--- config.mk ---
export PLATFORM = sky130hd
export DESIGN_NAME = mem_access_ctrl
export DESIGN_NICKNAME = d
export VERILOG_FILES = /design/src/rtl/mem_access_ctrl.sv
export SDC_FILE = /design/constraint.sdc
export NUM_CORES = 1
export LEC_CHECK = 0
export BUFFER_PORTS_ARGS = -buffer_cell sky130_fd_sc_hd__buf_4
export CAP_MARGIN = 20
export CORE_MARGIN = 4
export CORE_UTILIZATION = 43
export DETAILED_ROUTE_END_ITERATION = 12
export PLACE_DENSITY = 0.82
export SLEW_MARGIN = 5
export SYNTH_ARGS = -nofsm -noshare
export SYNTH_HDL_FRONTEND = slang
export SYNTH_SLANG_ARGS = --single-unit
--- constraint.sdc ---
create_clock -name clk -period 1.6 [get_ports clk]
set_input_delay 0.32 -clock clk [delete_from_list [all_inputs] [get_ports clk]]
set_output_delay 0.32 -clock clk [all_outputs]
set_load 0.005 [all_outputs]
--- src/rtl/mem_access_ctrl.sv ---
//-----------------------------------------------------------------------------
// mem_access_ctrl
// Converts core load/store requests (B/H/W, signed/unsigned loads) into
// word-aligned memory accesses with byte-lane enables. It returns one
// completion pulse per request, carrying extended load data or an error.
//
// Ports
//   clk, rst_n          clock, asynchronous active-low reset
//   req_valid/req_ready core request handshake (ready only while idle)
//   req_we/op/addr/wdata request fields (op = funct3)
//   rsp_valid/rdata/err one-cycle completion pulse
//   mem_req/we/addr/be/wdata  memory request, held until mem_ack
//   mem_ack/mem_rdata   memory completion, read data valid with ack
//
// Build option: define MEM_ACCESS_TIMEOUT_EN to abort an access that waits
// TIMEOUT_CYCLES cycles in ACCESS without mem_ack (reported as rsp_err).
//-----------------------------------------------------------------------------
`timescale 1ns/1ps

module mem_access_ctrl #(
  parameter int unsigned TIMEOUT_CYCLES = 16
) (
  input  logic        clk,
  input  logic        rst_n,
  input  logic        req_valid,
  output logic        req_ready,
  input  logic        req_we,
  input  logic [2:0]  req_op,
  input  logic [31:0] req_addr,
  input  logic [31:0] req_wdata,
  output logic        rsp_valid,
  output logic [31:0] rsp_rdata,
  output logic        rsp_err,
  output logic        mem_req,
  output logic        mem_we,
  output logic [31:0] mem_addr,
  output logic [3:0]  mem_be,
  output logic [31:0] mem_wdata,
  input  logic        mem_ack,
  input  logic [31:0] mem_rdata
);

  localparam int unsigned DW  = 32;
  localparam int unsigned BEW = 4;

  if (TIMEOUT_CYCLES == 0) begin : g_bad_timeout
    $error("TIMEOUT_CYCLES must be at least 1");
  end

  typedef enum logic [1:0] {
    ST_IDLE   = 2'd0,
    ST_ACCESS = 2'd1,
    ST_RESP   = 2'd2
  } state_e;

  state_e           state_q, state_d;
  logic             mem_req_q, mem_req_d;
  logic             mem_we_q, mem_we_d;
  logic [DW-1:0]    mem_addr_q, mem_addr_d;
  logic [BEW-1:0]   mem_be_q, mem_be_d;
  logic [DW-1:0]    mem_wdata_q, mem_wdata_d;
  logic             rsp_valid_q, rsp_valid_d;
  logic [DW-1:0]    rsp_rdata_q, rsp_rdata_d;
  logic             rsp_err_q, rsp_err_d;
  logic [2:0]       op_q, op_d;
  logic [1:0]       off_q, off_d;

`ifdef MEM_ACCESS_TIMEOUT_EN
  localparam int unsigned CNT_W = (TIMEOUT_CYCLES < 2) ? 1 : $clog2(TIMEOUT_CYCLES);
  logic [CNT_W-1:0] tmo_cnt_q, tmo_cnt_d;
  logic             tmo_hit_c;
  // Last allowed ACCESS cycle: no ack now means abort at this edge
  assign tmo_hit_c = (tmo_cnt_q == CNT_W'(TIMEOUT_CYCLES - 1));
`endif

  // Request decode: legality, alignment, lane enables, replicated store data
  logic          req_bad_c;
  logic [BEW-1:0] req_be_c;
  logic [DW-1:0] req_wdata_c;

  always_comb begin
    req_bad_c = (req_op == 3'b011) || (req_op[2:1] == 2'b11) || (req_we && req_op[2]) ||
                ((req_op[1:0] == 2'b01) && req_addr[0]) ||
                ((req_op[1:0] == 2'b10) && (req_addr[1:0] != 2'b00));
    case (req_op[1:0])
      2'b00:   req_be_c = 4'b0001 << req_addr[1:0];
      2'b01:   req_be_c = req_addr[1] ? 4'b1100 : 4'b0011;
      default: req_be_c = 4'b1111;
    endcase
    req_wdata_c = '0;
    if (req_we) begin
      case (req_op[1:0])
        2'b00:   req_wdata_c = {4{req_wdata[7:0]}};
        2'b01:   req_wdata_c = {2{req_wdata[15:0]}};
        default: req_wdata_c = req_wdata;
      endcase
    end
  end

  // Load lane selection and extension from the returned word
  logic [7:0]    ld_byte_c;
  logic [15:0]   ld_half_c;
  logic [DW-1:0] ld_data_c;

  always_comb begin
    ld_byte_c = mem_rdata[8*off_q +: 8];
    ld_half_c = off_q[1] ? mem_rdata[31:16] : mem_rdata[15:0];
    case (op_q)
      3'b000:  ld_data_c = {{24{ld_byte_c[7]}}, ld_byte_c};
      3'b001:  ld_data_c = {{16{ld_half_c[15]}}, ld_half_c};
      3'b100:  ld_data_c = {24'd0, ld_byte_c};
      3'b101:  ld_data_c = {16'd0, ld_half_c};
      default: ld_data_c = mem_rdata;
    endcase
  end

  // Next-state and output logic
  always_comb begin
    state_d     = state_q;
    mem_req_d   = mem_req_q;
    mem_we_d    = mem_we_q;
    mem_addr_d  = mem_addr_q;
    mem_be_d    = mem_be_q;
    mem_wdata_d = mem_wdata_q;
    rsp_valid_d = 1'b0;
    rsp_rdata_d = '0;
    rsp_err_d   = 1'b0;
    op_d        = op_q;
    off_d       = off_q;
`ifdef MEM_ACCESS_TIMEOUT_EN
    tmo_cnt_d   = tmo_cnt_q;
`endif

    case (state_q)
      ST_IDLE: begin
        if (req_valid) begin
          op_d  = req_op;
          off_d = req_addr[1:0];
          if (req_bad_c) begin
            state_d     = ST_RESP;
            rsp_valid_d = 1'b1;
            rsp_err_d   = 1'b1;
          end else begin
            state_d     = ST_ACCESS;
            mem_req_d   = 1'b1;
            mem_we_d    = req_we;
            mem_addr_d  = {req_addr[31:2], 2'b00};
            mem_be_d    = req_be_c;
            mem_wdata_d = req_wdata_c;
`ifdef MEM_ACCESS_TIMEOUT_EN
            tmo_cnt_d   = '0;
`endif
          end
        end
      end

      ST_ACCESS: begin
        if (mem_ack) begin
          state_d     = ST_RESP;
          rsp_valid_d = 1'b1;
          rsp_rdata_d = mem_we_q ? '0 : ld_data_c;
        end
`ifdef MEM_ACCESS_TIMEOUT_EN
        else if (tmo_hit_c) begin
          state_d     = ST_RESP;
          rsp_valid_d = 1'b1;
          rsp_err_d   = 1'b1;
        end else begin
          tmo_cnt_d = tmo_cnt_q + CNT_W'(1);
        end
`endif
        // Memory side goes quiet as soon as the access ends
        if (state_d == ST_RESP) begin
          mem_req_d   = 1'b0;
          mem_we_d    = 1'b0;
          mem_addr_d  = '0;
          mem_be_d    = '0;
          mem_wdata_d = '0;
`ifdef MEM_ACCESS_TIMEOUT_EN
          tmo_cnt_d   = '0;
`endif
        end
      end

      ST_RESP: begin
        state_d = ST_IDLE;
      end

      default: begin
        state_d = ST_IDLE;
      end
    endcase
  end

  // State and registered outputs
  always_ff @(posedge clk or negedge rst_n) begin
    if (!rst_n) begin
      state_q     <= ST_IDLE;
      mem_req_q   <= 1'b0;
      mem_we_q    <= 1'b0;
      mem_addr_q  <= '0;
      mem_be_q    <= '0;
      mem_wdata_q <= '0;
      rsp_valid_q <= 1'b0;
      rsp_rdata_q <= '0;
      rsp_err_q   <= 1'b0;
      op_q        <= '0;
      off_q       <= '0;
`ifdef MEM_ACCESS_TIMEOUT_EN
      tmo_cnt_q   <= '0;
`endif
    end else begin
      state_q     <= state_d;
      mem_req_q   <= mem_req_d;
      mem_we_q    <= mem_we_d;
      mem_addr_q  <= mem_addr_d;
      mem_be_q    <= mem_be_d;
      mem_wdata_q <= mem_wdata_d;
      rsp_valid_q <= rsp_valid_d;
      rsp_rdata_q <= rsp_rdata_d;
      rsp_err_q   <= rsp_err_d;
      op_q        <= op_d;
      off_q       <= off_d;
`ifdef MEM_ACCESS_TIMEOUT_EN
      tmo_cnt_q   <= tmo_cnt_d;
`endif
    end
  end

  assign req_ready = (state_q == ST_IDLE);
  assign rsp_valid = rsp_valid_q;
  assign rsp_rdata = rsp_rdata_q;
  assign rsp_err   = rsp_err_q;
  assign mem_req   = mem_req_q;
  assign mem_we    = mem_we_q;
  assign mem_addr  = mem_addr_q;
  assign mem_be    = mem_be_q;
  assign mem_wdata = mem_wdata_q;

endmodule

==> metrics.md <==
| Metric | Value |
|---|---|
| Hold Vio Cnt, Final | `0` |
| Slew HR | `roughly 62%` |
| First-pass detailed-route iteration total | `5` |
| # DRC | `0` |
| Crit path required time | `between 1.5 and 2 ns` |
| Worst Skew | `around 0.0093 ns` |
| Nets | `700` |
| Fin crit period | `1.63 ns` |
| Diode count | `0` |
| GRT Util Overall | `a little over a fifth` |
| Synthesized instance count | `~390` |
| Final setup viols | `2` |
| Clock Tree Root | `clkbuf_8` |
| Starting Density | `between 40% and 50%` |
| Setup TNS | `-0.0326 ns` |
| Fillers | `approximately 870` |
| Slew @ Worst Pin | `0.573 ns` |
| Num rows | `38` |
| Fin area | `between 6000 and 7000 um2` |
| Dpl cell area | `6660 um2` |
| Mean Syn Cell Area | `around 12 um2` |
| Fin. max-slew vios | `0` |
| CTS HTree Levels | `3` |
| Post-Synthesis Cell Area | `4820 um2` |
| Crit path from | `off_q[1]` |
| Pin count of the biggest net entering global routing | `110` |
| Critical Path, Cell by Cell | `mux4_2, or3b_4, a221oi_2` |
| Die Wd | `114 um` |
| Post-synth top cells | `109 x dfrtp_1, 48 x a22o_1, 32 x nand3_1` |
| Hold WC Path Type | `in -> async` |
| P per Cell Area | `~1200 nW/um2` |
| # IOs | `about 210` |
| Largest area contributor in the netlist | `dfrtp_1` |
| Synth area leaders | `dfrtp_1 57%, a22o_1 8.7%, mux2i_1 5.0%, nand3_1 3.3%, mux2_2 3.3%` |
| Worst setup path class | `reg -> reg` |
| Startpoint types | `flip-flop` |
| Post-synth cell types | `43` |
| Reg2reg start | `off_q[1]` |
| Cts bufs inserted | `9` |
| Maxcap violations | `0` |
| Port buffer count | `slightly above 200` |
| Clk_lat worst skew | `~0.36 ns` |
| Final period utilization | `102%` |
| Crit path capture type | `flip-flop` |
| Overall via count from detail_route | `4067` |
| CP max FO | `8` |
| Synth Register Bits | `approximately 110` |
| RSZ-0062 raised after global routing | `true` |
| Vias/cell | `between 5 and 6` |
| Chip Height | `between 100 and 150 um` |
| Number of enable flip-flop cells after synthesis | `0` |
| CTS sink cnt | `around 110` |
| Yosys top cell area share | `around 57%` |
| Seq/Total Area, Yosys | `56.5%` |
| Status | `finished with violations` |
| Synth-to-layout area growth | `43.4%` |
| Total global routing overflow | `0` |
| Number of global-route vias before repair | `approximately 4200` |
| Clock-pin slew on the worst setup and hold paths | `about 0.10 ns` |
| Post-DR wirelength/cell | `18.5 um` |
| Largest stage delay on the critical path | `0.48 ns` |
| Failing checks | `setup timing` |
| Core ar. | `roughly 11000 um2` |
| Hpwl dp | `between 10 and 15 mm` |
| Share of cells above drive strength 1 | `a little under half` |
| First-pass GRT wire length | `roughly 22 mm` |
| Routed Wire Length | `13.7 mm` |
| Max Freq | `approximately 600 MHz` |
| Main synth FF type | `dfrtp_1` |
| Ys async rst share | `100%` |
| GPL Wtd Cong | `around 0.86` |
| DRT iter0 DRCs | `235` |
| Initial antenna violation count | `0` |
| ANT nets after route | `0` |
| Slowest stage cell, crit path | `or3b_4` |
| Maximum vdd drop | `approximately 0.64 mV` |
| CP arrival | `roughly 1.9 ns` |
| Final setup margin | `-0.0299 ns` |
| Max clock buf depth | `2` |
| Multi-input logic area | `1880 um2` |
| Yosys warning count | `0` |
| LEAKAGE | `about 0.0036 uW` |
| Final Util | `63.6%` |
| Die area | `13000 um2` |
| TritonCTS clock tree | `done` |
| Seq. cell area | `around 2700 um2` |
| Most frequent cell after synthesis | `dfrtp_1` |
[worst max-delay path, delay by kind of cell, from the launching register on]
| kind | cells | cell delay [ns] |
|---|---|---|
| AO/OA/AOI/OAI | 1 | 0.29 |
| flip-flops | 1 | 0.41 |
| multiplexers | 1 | 0.35 |
| AND/OR/NAND/NOR | 1 | 0.48 |
[sequential cells by signal (all words and copies together), names as in the netlist]
signal,count
off_q,2
mem_we,1
rsp_rdata,32
state_q,2
mem_addr,30
mem_be,4
rsp_valid,1
mem_req,1
mem_wdata,32
op_q,3
rsp_err,1
[final cells by class]
cell class	instances	share of cell area, %
Sequential cell	109	39.4
Multi-Input combinational cell	229	27.2
Timing Repair Buffer	229	26.6
Tap cell	140	2.53
Clock buffer	9	1.79
Inverter	18	0.976
Clock inverter	7	1.41
[logic make-up (layout without fill, tap and decap cells)]
| group | after synthesis | after routing | synth area share [%] |
|---|---|---|---|
| muxes | 39 | 39 | 8.71 |
| DFF | 109 | 109 | 56.5 |
| other | 1 | 2 | 0.0777 |
| AOI/OAI and AO/OA | 124 | 124 | 21.8 |
| buffers and inverters | 56 | 263 | 5.45 |
| and+or+nand+nor | 64 | 64 | 7.39 |
[path summary, 6_finish.rpt]
| kind | endpoint | slack (ns) | cells after the start |
|---|---|---|---|
| min in group clk | mem_addr[16] | 0.17 | 2 |
| min reg2reg | mem_wdata[22] | 0.51 | 1 |
| max | rsp_rdata[12] | -0.03 | 3 |
| max in group asynchronous | state_q[0] | 1.13 | 2 |
| min | mem_wdata[12] | 0.004 | 2 |
| max reg2reg | rsp_rdata[12] | -0.03 | 3 |
[layout by cell type (no fill, tap or decap), drive strengths merged, types with 2 or more instances in the layout]
master and instances:
a211oi 7, nand3 32, mux2 14, or3b 4, inv 20, mux2i 24
a221oi 10, clkinvlp 2, nor2b 2, o21ai 11, dfrtp 109, nand2b 4
a22o 48, bufinv 2, nor2 4, conb 2, buf 229, nand2 10
o2bb2ai 18, a21oi 13, a21o 2, o21bai 3, o32ai 7, clkbuf 9
[routing by layer]
metal  wire, um  track usage (%)  part of all wire (%)
met1       5440             27.4                    40
met2       6840             34.0                    50
met3       1080             5.84                   7.9
met4        365             7.68                   2.7
met5          0                0                     0
[timing repair]
| action | 4_1_cts | 5_1_grt |
|---|---|---|
| endpoints found under the setup margin | 8 | 89 |
| pin swaps | 1 | 3 |
| cloned | 0 | 0 |
| resized for setup | 1 | 6 |
| setup buffers | 1 | 1 |
| hold buffers | 0 | 0 |
[per-stage QoR]
| stage | power (uW) | setup slack (ns) | std cells | hold slack, ns |
|---|---|---|---|---|
| floorplan | 4780 | 0.0154 | 394 | 0.0244 |
| global placement | 6180 | -0.00347 | 724 | 0.425 |
| detailed placement | 6250 | -0.0664 | 724 | 0.446 |
| CTS | 8110 | -0.0427 | 741 | 0.0328 |
| global route | 8510 | -0.0717 | 741 | 0.0499 |
| finish | 8030 | -0.0299 | 741 | 0.00408 |
[report_power, final]
part	total, uW	switching (uW)	leakage, uW	internal [uW]
logic	2550	1060	0.00202	1490
registers	3670	375	0.00144	3300
clock network	1820	929	0.000106	890
(Power assumes the default switching activity.)
